[src/rtl/nn_pkg.sv]
// Shared types for the activation LUT datapath.
// Requester ids and the in-flight tag carried alongside each lookup.
package nn_pkg;

  localparam int DATA_W_DEF  = 16;
  localparam int LUT_LAT_DEF = 1;

  typedef enum logic {
    REQ_HID = 1'b0,
    REQ_OUT = 1'b1
  } req_id_e;

  typedef struct packed {
    logic    valid;
    req_id_e id;
  } lut_tag_t;

endpackage

[src/rtl/lut_tag_pipe.sv]
// Tag shift register that tracks which requester owns each
// lookup in flight through the fixed-latency LUT.
module lut_tag_pipe
  import nn_pkg::*;
#(
  parameter int LUT_LAT = LUT_LAT_DEF
) (
  input  logic     clk,
  input  logic     reset,
  input  logic     clear,
  input  lut_tag_t push,
  output lut_tag_t tail,
  output logic     any_valid
);

  lut_tag_t stage [LUT_LAT];

  // Shift one tag per cycle; clear drops everything in flight.
  always_ff @(posedge clk or negedge reset) begin
    if (!reset) begin
      for (int i = 0; i < LUT_LAT; i++) stage[i] <= '0;
    end else if (clear) begin
      for (int i = 0; i < LUT_LAT; i++) stage[i] <= '0;
    end else begin
      stage[0] <= push;
      for (int i = 1; i < LUT_LAT; i++) stage[i] <= stage[i-1];
    end
  end

  assign tail = stage[LUT_LAT-1];

  // Any valid tag means a lookup is still outstanding.
  always_comb begin
    any_valid = 1'b0;
    for (int i = 0; i < LUT_LAT; i++)
      any_valid = any_valid | stage[i].valid;
  end

endmodule

[src/rtl/lut_arbiter.sv]
// Shares one activation LUT between the hidden and output paths.
// Hidden wins by default; a starved output path is forced ahead.
module lut_arbiter
  import nn_pkg::*;
#(
  parameter int DATA_W     = DATA_W_DEF,
  parameter int LUT_LAT    = LUT_LAT_DEF,
  parameter int STARVE_MAX = 4
) (
  input  logic              clk,
  input  logic              reset,
  input  logic              flush,
  input  logic              hid_valid,
  input  logic [DATA_W-1:0] hid_data,
  output logic              hid_ready,
  output logic              hid_resp_valid,
  output logic [DATA_W-1:0] hid_resp_data,
  input  logic              out_valid,
  input  logic [DATA_W-1:0] out_data,
  output logic              out_ready,
  output logic              out_resp_valid,
  output logic [DATA_W-1:0] out_resp_data,
  output logic              lut_en,
  output logic [DATA_W-1:0] lut_in,
  input  logic [DATA_W-1:0] lut_out,
  output logic              busy,
  output logic [15:0]       conflict_cnt
);

  localparam logic [7:0] STARVE_TH = 8'(STARVE_MAX);

  logic [7:0] starve_cnt;
  logic       starve;
  logic       hid_xfer;
  logic       out_xfer;
  lut_tag_t   push;
  lut_tag_t   tail;

  assign starve = (starve_cnt >= STARVE_TH);

  // Readies depend only on valids and state, never on each other.
  assign hid_ready = reset & !flush & (!out_valid | !starve);
  assign out_ready = reset & !flush & (!hid_valid | starve);

  assign hid_xfer = hid_valid & hid_ready;
  assign out_xfer = out_valid & out_ready;

  assign lut_en = hid_xfer | out_xfer;

  // Forward the winner's operand; idle cycles drive zero.
  always_comb begin
    lut_in = '0;
    if (hid_xfer)
      lut_in = hid_data;
    else if (out_xfer)
      lut_in = out_data;
  end

  assign push.valid = lut_en;
  assign push.id    = out_xfer ? REQ_OUT : REQ_HID;

  lut_tag_pipe #(
    .LUT_LAT (LUT_LAT)
  ) u_tags (
    .clk       (clk),
    .reset     (reset),
    .clear     (flush),
    .push      (push),
    .tail      (tail),
    .any_valid (busy)
  );

  // Count cycles the output path waits; saturate at 255.
  always_ff @(posedge clk or negedge reset) begin
    if (!reset)
      starve_cnt <= '0;
    else if (!out_valid || out_xfer)
      starve_cnt <= '0;
    else if (starve_cnt != 8'hFF)
      starve_cnt <= starve_cnt + 8'd1;
  end

  // Saturating count of cycles where both paths request.
  always_ff @(posedge clk or negedge reset) begin
    if (!reset)
      conflict_cnt <= '0;
    else if (hid_valid && out_valid && conflict_cnt != 16'hFFFF)
      conflict_cnt <= conflict_cnt + 16'd1;
  end

  // Route the LUT result to whichever path owns the tail tag.
  always_comb begin
    hid_resp_valid = tail.valid & (tail.id == REQ_HID);
    out_resp_valid = tail.valid & (tail.id == REQ_OUT);
    hid_resp_data  = hid_resp_valid ? lut_out : '0;
    out_resp_data  = out_resp_valid ? lut_out : '0;
  end

endmodule

[config.mk]
export PLATFORM = sky130hd
export DESIGN_NAME = lut_arbiter
export DESIGN_NICKNAME = d
export VERILOG_FILES = /design/src/rtl/nn_pkg.sv /design/src/rtl/lut_tag_pipe.sv /design/src/rtl/lut_arbiter.sv
export SDC_FILE = /design/constraint.sdc
export NUM_CORES = 1
export LEC_CHECK = 0
export CAP_MARGIN = 20
export CORE_ASPECT_RATIO = 2
export CORE_MARGIN = 1
export CORE_UTILIZATION = 38
export DETAILED_ROUTE_END_ITERATION = 8
export GPL_ROUTABILITY_DRIVEN = 0
export GPL_TIMING_DRIVEN = 0
export PLACE_DENSITY = 0.87
export SLEW_MARGIN = 20
export SYNTH_ARGS = -nofsm -noshare
export SYNTH_HDL_FRONTEND = slang
export SYNTH_SLANG_ARGS = --single-unit
[constraint.sdc]
create_clock -name clk -period 4.37 [get_ports clk]
set_input_delay 0.874 -clock clk [delete_from_list [all_inputs] [get_ports clk]]
set_output_delay 0.874 -clock clk [all_outputs]
set_load 0.005 [all_outputs]
==> qor.yml <==
global_route:
  grt_max_degree: 28
  met1_usage: 0.232
  grt.met3_usage: 0.0532
  grt_util_met2: 0.480
  grt_pass1_vias: 1924
  antenna_found_initial: 0
  grt_pass1_wl_um: 9210
  grt_use_total: 0.241
  busiest_layer: "met2"
  gr-total-overflow: 0
cts:
  numCtsBuffers: 3
  cts_root_buffer: "clkbuf_8"
  ctsHoldBuffers: 0
  cts_tree: "yes"
  post_cts_buffers: 0
  post_cts_resized: 0
  htreeDepth: 1
  worstSkewPairLatency_ns: 0.26
  clkSinkCount: 26
  clk_pin_slew_worst_paths_ns: 0.08
  clk_path_buf_depth: 2
critical_path:
  cp-start-kind: "input port"
  worstReg2RegEnd: "conflict_cnt[12]$_DFFE_PN0P_"
  crit_end: "lut_in[6]"
  startpoint: "reset"
  path_class: "in -> out"
  r2r_slack_ns: 2.47
  reg2reg_from: "conflict_cnt[0]$_DFFE_PN0P_"
  ff2ff_path_depth: 5
  critical_path_arrival_ns: 3.00
  cp_max_fo: 27
  end_kind: "output port"
  required_ns: 3.50
floorplan:
  initial_core_util: 0.398
  die-area_um2: 4840
  ios: 123
  dieWidth_um: 49.7
  row_count: 34
  dieHeight_um: 97.4
  core_um2: 4340
finish:
  finish.net_count: 369
  area_delta_synth_final_pct: 76.7
  drive_above_1_share: 0.0514
  fin_cells: 365
  fin_util: 0.704
  diodes: 0
sta:
  max_freq_ghz: 0.258
  fin_skew_ns: 0.00564
  setup_viol: 0
  finalSetupTns_ns: 0
  worstMarginPinSlew_ns: 0.579
  slew_viol_final: 0
  post-route-period-util: 0.887
  final.min_clock_period_ns: 3.87
  fin_ws_ns: 0.495
  hold_viol_final: 0
  slew_headroom: 0.614
  rsz0062_at_grt: "no"
drt:
  dr.pass1.iters: 7
  via_count: 1990
  via_per_inst: 5.45
  post_drt_wl_per_cell_um: 15.9
  dr.first_iter.drc_count: 32
  routed_wl_um: 5790
  drc: 0
  ant_nets: 0
logic_synthesis:
  ys_seq_elements: 26
  syn_inst: 186
  synth.distinct_cells: 37
  yosysWarnings: 0
  synthesis.nets: 242
  synth_area_um2: 1730
  avgSynthCellArea_um2: 9.29
  seq_area_frac_synth: 0.377
power:
  power_uw: 680
  power.density_nw_per_um2: 223
  p_leak_nw: 1.28
  vdd_drop_max_v: 0.000243
place:
  post-dp-hpwl_um: 4760
  placed_cells_incl_taps: 362
  portBuffers: 122
  dp_slack_ns: 0.426
run:
  cap_violations: 0
run_status:
  status: "complete, no violations"
worst_hold_path:
  hp-class: "reg -> reg"
[layout make-up]
cell class              count  area [um2]
clock buffers               3        41.3
plain buffers               7        48.8
flip-flops and latches     26         651
repair buffers            122        1220
inverters                   4        15.0
multi-input cells         149        1010
fillers                   370        1290
well taps                  54        67.6
[kinds of logic (layout without fill, tap and decap cells)]
group	count (synthesis)	count (layout)	share of synthesized area
adders and majority gates	3	3	0.0217
AOI/OAI and AO/OA	36	36	0.164
muxes	5	5	0.0319
and+or+nand+nor	96	96	0.324
buffers and inverters	11	136	0.0369
xor gates and xnor gates	9	9	0.0456
DFF	26	26	0.377
[worst min path at each step]
stage | startpoint | end | cells after the start
3_3_place_gp | conflict_cnt[0]$_DFFE_PN0P_ | conflict_cnt[0]$_DFFE_PN0P_ | 1
5_1_grt | conflict_cnt[0]$_DFFE_PN0P_ | conflict_cnt[0]$_DFFE_PN0P_ | 1
6_report | conflict_cnt[0]$_DFFE_PN0P_ | conflict_cnt[0]$_DFFE_PN0P_ | 1
2_1_floorplan | starve_cnt[7]$_DFFE_PN0P_ | starve_cnt[7]$_DFFE_PN0P_ | 1
4_1_cts | conflict_cnt[0]$_DFFE_PN0P_ | conflict_cnt[0]$_DFFE_PN0P_ | 1
3_5_place_dp | conflict_cnt[0]$_DFFE_PN0P_ | conflict_cnt[0]$_DFFE_PN0P_ | 1
[metal layers]
metal	part of all wire	vias up
met5	0	-
met4	0.012	0
met3	0.077	8
met2	0.58	95
met1	0.33	939
li1	-	948
[where the power goes]
part | total (mW) | switching (mW) | leakage, nW | internal, mW
Clock | 0.128 | 0.0666 | 0.0216 | 0.0616
Combinational | 0.235 | 0.0823 | 0.915 | 0.152
Sequential | 0.317 | 0.0457 | 0.348 | 0.271
Total | 0.680 | 0.195 | 1.28 | 0.485
[Yosys cell counts (all sizes together)]
| master | instances | area, um2 |
|---|---|---|
| nor4b | 1 | 8.76 |
| ha | 3 | 37.5 |
| xor2 | 5 | 43.8 |
| nand2 | 10 | 40.0 |
| and3 | 20 | 125 |
| and4 | 6 | 52.6 |
| a21oi | 5 | 25.0 |
| o211ai | 1 | 7.51 |
| clkbuf | 4 | 15.0 |
| a2bb2oi | 1 | 8.76 |
| a211oi | 2 | 27.5 |
| nor4 | 3 | 25.0 |
| and2 | 18 | 113 |
| a41oi | 1 | 8.76 |
| mux2i | 1 | 10.0 |
| o41a | 1 | 11.3 |
| a22o | 16 | 140 |
| mux2 | 4 | 45.0 |
| o21ai | 2 | 10.0 |
| nor3 | 7 | 40.0 |
| nand3 | 8 | 40.0 |
| xnor2 | 4 | 35.0 |
| buf | 3 | 33.8 |
| nand4 | 4 | 25.0 |
| dfrtp | 26 | 651 |
| nor2 | 12 | 45.0 |
| nand2b | 2 | 12.5 |
| nor2b | 2 | 12.5 |
| inv | 4 | 15.0 |
| or2 | 2 | 12.5 |
| nor3b | 1 | 7.51 |
| a31oi | 7 | 43.8 |
[placed cells by master (no fill, tap or decap), types with 5 or more instances in the layout]
cell             count
a21oi_1              5
a22o_1              16
a31oi_1              7
and2_1              18
and3_1              20
and4_1               6
clkdlybuf4s50_1    121
dfrtp_1             26
nand2_1              9
nand3_1              8
nor2_1              12
nor3_1               6
xor2_1               5
[state kept, by name, summed over array words and instances, names as in the netlist]
name,count
u_tags.any_valid,1
starve_cnt,8
u_tags.tail,1
conflict_cnt,16
[critical path: stages]
cell	delay (ns)
buf_2	0.46
nand2b_1	0.28
a31oi_1	0.28
and2_1	0.17
buf_6	0.13
buf_6	0.14
a22o_1	0.14
clkdlybuf4s50_1	0.51
[through the flow]
| step | hold WS (ns) | instance area, um2 |
|---|---|---|
| global route | 0.572 | 3050 |
| finish | 0.535 | 3050 |
| floorplan | 0.494 | 1730 |
| detailed placement | 0.527 | 3010 |
| global placement | 0.506 | 3020 |
| CTS | 0.543 | 3050 |
Power figures use the tool's default switching activity.
